===== config.mk =====
export PLATFORM = sky130hd
export DESIGN_NAME = alu_issue_ctrl
export DESIGN_NICKNAME = d
export VERILOG_FILES = /design/src/rtl/alu_pkg.sv /design/src/rtl/alu_res_fifo.sv /design/src/rtl/alu_issue_ctrl.sv
export SDC_FILE = /design/constraint.sdc
export NUM_CORES = 1
export LEC_CHECK = 0
export ABC_AREA = 1
export CAP_MARGIN = 15
export CORE_MARGIN = 1.5
export CORE_UTILIZATION = 51
export CTS_CLUSTER_DIAMETER = 200
export CTS_CLUSTER_SIZE = 20
export DETAILED_ROUTE_END_ITERATION = 10
export GPL_TIMING_DRIVEN = 0
export HOLD_SLACK_MARGIN = 0.15
export PLACE_DENSITY = 0.79
export SETUP_SLACK_MARGIN = 0.3
export SLEW_MARGIN = 20
export SYNTH_ARGS = -nofsm -noshare
export SYNTH_HDL_FRONTEND = slang
export SYNTH_SLANG_ARGS = --single-unit
export TNS_END_PERCENT = 50

===== constraint.sdc =====
create_clock -name clk -period 2.4 [get_ports clk]
set_clock_uncertainty 0.15 [all_clocks]
set_input_delay 0.48 -clock clk [delete_from_list [all_inputs] [get_ports clk]]
set_output_delay 0.48 -clock clk [all_outputs]
set_load 0.005 [all_outputs]

===== src/rtl/alu_pkg.sv =====
// Shared types for the ALU issue controller: opcodes, FSM states, result entry.
package alu_pkg;

    localparam logic [1:0] OP_MULT = 2'b00;
    localparam logic [1:0] OP_CMP  = 2'b01;
    localparam logic [1:0] OP_ADD  = 2'b10;
    localparam logic [1:0] OP_SSUB = 2'b11;

    typedef enum logic {
        IDLE = 1'b0,
        EXEC = 1'b1
    } state_t;

    // One captured ALU result; packs to {op, ovf, cout, f} = 9 bits.
    typedef struct packed {
        logic [1:0] op;
        logic       ovf;
        logic       cout;
        logic [4:0] f;
    } res_t;

endpackage


===== src/rtl/alu_res_fifo.sv =====
// Result FIFO: power-of-two depth, pointers wrap naturally, head masked to 0 when empty.
module alu_res_fifo
    import alu_pkg::*;
#(
    parameter int DEPTH = 4
)
(
    input  logic                     clk,
    input  logic                     rst,
    input  logic                     push,
    input  res_t                     push_data,
    input  logic                     pop,
    output res_t                     head,
    output logic                     head_valid,
    output logic [$clog2(DEPTH):0]   count
);

    localparam int AW = $clog2(DEPTH);
    localparam logic [AW:0] DEPTH_C = (AW+1)'(DEPTH);

    res_t          mem [DEPTH];
    logic [AW-1:0] wr_ptr;
    logic [AW-1:0] rd_ptr;
    logic          do_push;
    logic          do_pop;

    // A pop on an empty FIFO is ignored; a push into a full one is dropped defensively.
    assign do_pop  = pop && (count != '0);
    assign do_push = push && (count != DEPTH_C);

    // Pointers and occupancy; simultaneous push and pop leave count unchanged.
    always_ff @(posedge clk or posedge rst) begin
        if (rst) begin
            wr_ptr <= '0;
            rd_ptr <= '0;
            count  <= '0;
        end else begin
            if (do_push) wr_ptr <= wr_ptr + 1'b1;
            if (do_pop)  rd_ptr <= rd_ptr + 1'b1;
            case ({do_push, do_pop})
                2'b10:   count <= count + 1'b1;
                2'b01:   count <= count - 1'b1;
                default: count <= count;
            endcase
        end
    end

    // Entry storage; not reset because the head is masked until an entry is written.
    always_ff @(posedge clk) begin
        if (do_push) mem[wr_ptr] <= push_data;
    end

    assign head_valid = (count != '0);
    assign head       = head_valid ? mem[rd_ptr] : '0;

endmodule


===== src/rtl/alu_issue_ctrl.sv =====
// Issues one request at a time to an external combinational ALU and queues its results.
//
// state | meaning
// IDLE  | ready for a request when the result FIFO has room
// EXEC  | operands held on alu_*; result captured into the FIFO at the closing edge
module alu_issue_ctrl
    import alu_pkg::*;
#(
    parameter int DEPTH = 4
)
(
    input  logic                     clk,
    input  logic                     rst,
    input  logic                     in_valid,
    output logic                     in_ready,
    input  logic [4:0]               in_x,
    input  logic [4:0]               in_y,
    input  logic [1:0]               in_s,
    output logic [4:0]               alu_x,
    output logic [4:0]               alu_y,
    output logic [1:0]               alu_s,
    input  logic [4:0]               alu_f,
    input  logic                     alu_cout,
    input  logic                     alu_ovf,
    output logic                     out_valid,
    input  logic                     out_ready,
    output logic [4:0]               out_f,
    output logic                     out_cout,
    output logic                     out_ovf,
    output logic [1:0]               out_op,
    output logic [$clog2(DEPTH):0]   count,
    output logic                     sticky_ovf,
    input  logic                     clr_sticky
);

    localparam int CW = $clog2(DEPTH) + 1;
    localparam logic [CW-1:0] DEPTH_C = CW'(DEPTH);

    state_t state;
    state_t state_nxt;
    logic   accept;
    logic   push;
    res_t   push_data;
    res_t   head;

    assign accept = in_valid && in_ready;

    // State register; reset drops any in-flight operation so nothing is pushed.
    always_ff @(posedge clk or posedge rst) begin
        if (rst) state <= IDLE;
        else     state <= state_nxt;
    end

    // Next-state: accept moves to EXEC, EXEC always returns after one cycle.
    always_comb begin
        state_nxt = state;
        case (state)
            IDLE:    if (accept) state_nxt = EXEC;
            EXEC:    state_nxt = IDLE;
            default: state_nxt = IDLE;
        endcase
    end

    // State outputs: ready only in IDLE with FIFO space, push at the end of EXEC.
    always_comb begin
        in_ready = 1'b0;
        push     = 1'b0;
        case (state)
            IDLE:    in_ready = (count < DEPTH_C);
            EXEC:    push = 1'b1;
            default: in_ready = 1'b0;
        endcase
    end

    // Operand registers only change on accept so the ALU inputs stay quiet otherwise.
    always_ff @(posedge clk or posedge rst) begin
        if (rst) begin
            alu_x <= '0;
            alu_y <= '0;
            alu_s <= OP_MULT;
        end else if (accept) begin
            alu_x <= in_x;
            alu_y <= in_y;
            alu_s <= in_s;
        end
    end

    // Sticky overflow; a clear at the same edge as an overflow push wins.
    always_ff @(posedge clk or posedge rst) begin
        if (rst)                    sticky_ovf <= 1'b0;
        else if (clr_sticky)        sticky_ovf <= 1'b0;
        else if (push && alu_ovf)   sticky_ovf <= 1'b1;
    end

    assign push_data = '{op: alu_s, ovf: alu_ovf, cout: alu_cout, f: alu_f};

    alu_res_fifo #(.DEPTH(DEPTH)) u_fifo (
        .clk        (clk),
        .rst        (rst),
        .push       (push),
        .push_data  (push_data),
        .pop        (out_ready),
        .head       (head),
        .head_valid (out_valid),
        .count      (count)
    );

    assign out_f    = head.f;
    assign out_cout = head.cout;
    assign out_ovf  = head.ovf;
    assign out_op   = head.op;

endmodule


# == After elaboration in Yosys (flattened, before gate mapping) ==
# Memories as Yosys holds them, arrays and structs flattened.
# Index checks and enable logic that the tools add are counted.
# word_totals
input_bits,24
output_inout_bits,27
n_memories,1
mem_bits_rw,36
elab_cells,35
regBits,21
# memory_table
memory,depth,word_bits,rd,rd_clocked_by_memory_dff,wr,line_no,rtl
u_fifo.mem,4,9,1,0,1,alu_res_fifo.sv:21,res_t mem [DEPTH];
# op_classes
n_reduce_logical,7
add_sub_neg,4
n_bitwise,1
n_mux,10
magnitude_cmp,1
n_eq_ne,3
# op_table
cell,count
9-bit two-way mux,1
1-bit two-way mux,7
3-bit case mux with 2 select lines,1
2-bit by 1-bit adder with 2-bit output (second input constant),2
1-bit logical AND,4
2-bit nonzero test,2
3-bit by 1-bit adder with 3-bit output (second input constant),1
3-bit < comparator (second input constant),1
3-bit inequality test (second input constant),1
3-bit nonzero test,1
3-bit by 1-bit subtractor with 3-bit output (second input constant),1
2-bit by 1-bit equality test with 1-bit output (second input constant),1
2-bit equality test (second input constant),1
1-bit case mux with 2 select lines,1
1-bit inverter,1

# == Logic depth before layout (Yosys ltp) ==
# logic_depth
word_depth,5
ltp_mapped,12
ltp_nobuf,12

# == Cells and area by module ==
# From an unflattened synthesis, not the netlist that was laid out.
# unflattened
cells_unflattened,257
area_unflattened_um2,2548.7
# by_module_without_submodules
module,area_each_um2,n_inst,cells_each
alu_res_fifo,1973.1,1,198
alu_issue_ctrl,575.6,1,59

# == Least setup slack after synthesis ==
# OpenSTA, ideal clock, no wires.
# synth_path
path_kind,register -> register
startpoint,register u_fifo.count[0]
endpoint,register u_fifo.count[2]
synth_period_minus_slack_ns,1.916
path_buffers,0
path_slack_ns,0.484
arrival_time_ns,1.649
stages_incl_launch_ff,11
setup_time_ns,0.117
cell_sequence,dfrtp_1 > inv_1 > nand3_1 > nand2_1 > ha_1 > inv_1 > fa_1 > nand2_1 > nand3_1 > nand2_1 > nand2_1
# synth_between
elab_chain_len,4
elab_cells_between_ends,10
cone_classes,add/sub (2); eq/ne (3); mux (1); reduce/logical (4)
# synth_lines
item,line_no,rtl
"start, declared",alu_res_fifo.sv:15,output logic [$clog2(DEPTH):0] count
"start signal, assigned",alu_res_fifo.sv:41,2'b10: count <= count + 1'b1;
"start signal, assigned",alu_res_fifo.sv:42,2'b01: count <= count - 1'b1;
"start signal, assigned",alu_res_fifo.sv:43,default: count <= count;
3-bit inequality test or 3-bit nonzero test (tied branches),"alu_res_fifo.sv:29, alu_res_fifo.sv:28",
"1-bit logical AND, on equally long branches","alu_res_fifo.sv:29, alu_res_fifo.sv:28",
2-bit by 1-bit equality test with 1-bit output or 2-bit equality test (tied branches),alu_res_fifo.sv:40,"case ({do_push, do_pop})"
3-bit case mux with 2 select lines or 2-bit nonzero test (tied branches),-,
# Several ways; a longest one is shown, not always the timed one.
# A chain may end at the register's enable or synchronous reset.

# == Worst setup path in the final report ==
# layout_path
startpoint,register u_fifo.count[2]
endpoint,output out_cout
# layout_between
elab_chain_len,2
# layout_lines
item,line_no,rtl
3-bit nonzero test,alu_res_fifo.sv:53,assign head_valid = (count != '0);
9-bit two-way mux,alu_res_fifo.sv:54,assign head = head_valid ? mem[rd_ptr] : '0;
"end, declared",alu_issue_ctrl.sv:28,"output logic out_cout,"
# Every way passes these cells.

==> results.rst <==
.. list-table::
   :header-rows: 1

   * - Metric
     - Value
   * - Number of distinct standard cells referenced by the synthesized netlist
     - 21
   * - Max-slew headroom
     - 38.93%
   * - Global-route total usage across every layer
     - 21.87%
   * - Die outline height
     - 73.00 µm
   * - Register cell area after layout
     - 0.001609 mm²
   * - DR WL/cell
     - 13.30 µm
   * - Number of antenna violations at the first check in global routing
     - 0
   * - Data arrival time of the critical path
     - 1.46 ns
   * - Critical R2R Capture
     - u_fifo.mem[0][5]$_DFFE_PP_
   * - Fraction of the cycle the final worst path needs
     - 86.98%
   * - Worst path cell trace
     - inv_1 > nand3_2 > clkinv_4 > a21oi_1 > dlygate4sd2_1
   * - Post-route core utilization
     - 71.18%
   * - Library cell with the largest summed area after synthesis
     - edfxtp_1
   * - Wire length of the first global-routing pass
     - 8418 µm
   * - Category of the critical setup timing path
     - register to primary output
   * - Post-detailed-route DRC marker count
     - 0
   * - Cell count of the worst hold path
     - 2
   * - Kind of start point of the critical path
     - register
   * - Cell-internal power
     - 2.608 mW
   * - Area of the mapped netlist
     - 0.002499 mm²
   * - Proportion of power drawn by flip-flops and latches
     - 37.1%
   * - Critical path fanouts, max
     - 9
   * - Actual slew at the worst max-slew pin
     - 0.9127 ns
   * - Die area
     - 0.005328 mm²
   * - Number of global-route vias before repair
     - 1873
   * - Min Clock Period, post-route
     - 2.088 ns
   * - Routability Congestion
     - 0.7342
   * - Bufs on Longest Clock Path
     - 2
   * - Number of H-tree levels
     - 3
   * - RSZ-0062 raised after global routing
     - yes
   * - P per Cell Area
     - 1203 mW/mm²
   * - Die Wd
     - 73.00 µm
   * - FF+latch count, synth
     - 57
   * - Standard cell core area
     - 0.004723 mm²
   * - Number of buffers added by the clock tree synthesis step
     - 9
   * - Outcome
     - finished, final reports clean
   * - Detailed Route Iter0 Violations
     - 131
   * - Largest incremental delay on the critical path
     - 0.43 ns
   * - Largest net degree at the start of global routing
     - 22
   * - Number of hold violations in the final report
     - 0
   * - End of the worst hold path
     - alu_y[4]$_DFFE_PP0P_
   * - Clk_lat worst skew
     - 0.33 ns
   * - Post-DR vias/cell
     - 4.677
   * - Ranking of synthesized cells by area
     - edfxtp_1 (43%), dfrtp_1 (21%), nand2_1 (13%)
   * - Hold WC Path Type
     - register to register
   * - Worst R2R Start
     - u_fifo.count[1]$_DFFE_PP0P_
   * - Endpoint type of the worst setup path
     - primary output
   * - Max IR drop VDD
     - 0.0006744 V
   * - Number of nets at the end of the flow
     - 354
   * - Final HPWL DP
     - 3361 µm
   * - Slowest CP cell
     - dfrtp_2
   * - Sw Share
     - 35.50%
   * - Clock Tree Root
     - clkbuf_8
   * - Overall via count from detail_route
     - 1852
   * - Row Count
     - 25
   * - Total I/O pin count
     - 51
   * - Area of combinational cells with multiple inputs
     - 674.4 µm²
   * - Area Overhead vs Synth
     - 34.55%
   * - Setup violation total in the final timing report
     - 0
   * - Initial cell density of the core
     - 52.90%
   * - Fraction of final layout cells sized beyond drive strength 1
     - 16.72%
   * - Post-synth EDFFs
     - 36
   * - Mapped Cells
     - 255
   * - Maximum clock frequency
     - 0.4790 GHz
   * - Ant. Diodes
     - 0
   * - Cell types with the highest counts after synthesis
     - nand2_1 (86), inv_1 (50), edfxtp_1 (36), nand3_1 (23), dfrtp_1 (21)
   * - Fraction of synthesized cell area taken by the top area cell type
     - 43.26%
   * - Fill cells
     - 343
   * - Overall routed net length
     - 5268 µm
   * - Most instantiated library cell after synthesis
     - nand2_1
   * - Seq/Total Area, Yosys
     - 64.30%
   * - Register-to-Register Path Depth
     - 5
   * - Port buffer count
     - 50
   * - Required time at the endpoint of the critical path
     - 1.77 ns
   * - TritonCTS clock tree
     - built
   * - Power spent charging and discharging nets
     - 1.435 mW
   * - Number of clock sinks
     - 57
   * - Setup slack of the worst register-to-register path
     - 0.36 ns
   * - Nets in the synthesized netlist
     - 285
   * - Hold path startpoint
     - alu_y[4]$_DFFE_PP0P_
   * - Antenna violation net count after detailed routing
     - 0
   * - Per-instance average area after synthesis
     - 9.799 µm²
   * - Global route total overflow
     - 0
   * - Count of pins over their slew limit
     - 0
   * - Total Neg Setup Slack
     - 0 ns
   * - Share of total power in combinational logic
     - 43.2%
   * - Leakage
     - 1.589 nW
   * - Drt pass-1 iters
     - 4
   * - Max-cap check violation count
     - 0
   * - Proportion of register bits with asynchronous set or reset after synthesis
     - 36.84%
   * - Clock slew at the register clock pins of the worst setup and hold paths
     - 0.07 ns
   * - Yosys warnings
     - 0
   * - Post-synth top flop
     - edfxtp_1
   * - Clock group share of total power
     - 19.7%
## timing repair
action	4_1_cts	5_1_grt
setup buffers	2	5
hold buffers	0	0
endpoints found under the setup margin	11	48
gates resized for setup	31	20
pin swaps	2	3
cloned	0	1
## worst max-delay path, delay by kind of cell (launching register included)
family | cells | cell delay (ns)
compound gates | 1 | 0.05
flops | 1 | 0.43
simple gates | 1 | 0.16
buf+inv | 3 | 0.49
## layer usage
| layer | routed length [µm] | global-route usage, % |
|---|---|---|
| met1 | 2205 | 26.18 |
| met2 | 2604 | 36.26 |
| met3 | 394 | 8.840 |
| met4 | 64 | 6.709 |
| met5 | 0 | 0 |
## power groups by stage
| stage | clock network [mW] | registers, mW | logic, mW |
|---|---|---|---|
| 6_report | 0.798 | 1.50 | 1.75 |
| 5_1_grt | 0.867 | 1.53 | 1.94 |
| 4_1_cts | 0.811 | 1.50 | 1.68 |
| 3_5_place_dp | 0 | 1.49 | 1.65 |
| 2_1_floorplan | 0 | 1.48 | 0.838 |
| 3_3_place_gp | 0 | 1.49 | 1.60 |
## worst max-delay path by stage
| stage | start | to | cells after the start | slack, ns |
|---|---|---|---|---|
| after floorplan | u_fifo.count[0]$_DFFE_PP0P_ | u_fifo.count[2]$_DFFE_PP0P_ | 10 | 0.48 |
| after global placement | out_ready | u_fifo.count[2]$_DFFE_PP0P_ | 10 | 0.12 |
| after detailed placement | out_ready | u_fifo.count[2]$_DFFE_PP0P_ | 10 | 0.09 |
| after CTS | u_fifo.rd_ptr[0]$_DFFE_PP0P_ | out_op[1] | 6 | 0.26 |
| after global routing | u_fifo.count[1]$_DFFE_PP0P_ | u_fifo.mem[0][5]$_DFFE_PP_ | 5 | 0.20 |
| final | u_fifo.count[2]$_DFFE_PP0P_ | out_cout | 5 | 0.31 |
## kinds of logic after synthesis
| family | after synthesis | synth area share, % |
|---|---|---|
| AND/OR/NAND/NOR | 118 | 19.63 |
| buffers and inverters | 60 | 9.664 |
| flip-flops | 57 | 64.30 |
| AO/OA/AOI/OAI | 12 | 2.403 |
| adder cells (fa/ha/maj) | 6 | 3.305 |
| XOR/XNOR | 2 | 0.7012 |
## flip-flops by register name (all words and copies together) (netlist names)
name / flops
alu_s: 2
alu_x: 5
alu_y: 5
state: 1
sticky_ovf: 1
u_fifo.count: 3
u_fifo.mem: 36
u_fifo.rd_ptr: 2
u_fifo.wr_ptr: 2
## cell type report
cell class,count,share of cell area (%)
clock buffer,11,4.503
multi-input combinational,138,20.06
timing repair buffer,58,15.89
inverter,54,6.290
buffer,6,2.010
clock inverter,5,0.8932
tap,67,2.493
sequential,57,47.86
## layout by cell type (no fill, tap or decap)
master,count
clkbuf_4,1
buf_2,3
nor2_4,1
dfrtp_1,19
dfrtp_2,2
inv_1,48
dlygate4sd2_1,3
fa_1,1
o21ai_1,1
clkbuf_8,11
nor2_1,5
inv_2,3
edfxtp_1,36
a21oi_2,3
clkinvlp_4,2
a21oi_1,7
ha_1,5
nand3_1,22
buf_8,2
xnor2_1,2
clkdlybuf4s50_1,39
clkinv_4,1
nand3_2,2
nand2_2,4
nand2_1,83
inv_4,1
nand4_1,1
buf_12,1
buf_4,7
buf_6,2
dlymetal6s2s_1,1
clkinv_2,4
clkbuf_2,5
o21ai_0,1
## metrics by stage
stage                     total power [mW]  cells  cell area [µm²]  hold WS, ns  setup WS (ns)
after global routing                 4.344    396             3362       0.3706         0.1969
after global placement               3.088    372             3083       0.3119         0.1195
after detailed placement             3.142    372             3083       0.3167        0.08713
after floorplan                      2.320    255             2499       0.3065         0.4843
final                                4.044    396             3362       0.3380         0.3124
after CTS                            3.991    390             3317       0.3402         0.2555
No activity file was read; power rests on OpenSTA's default activity.
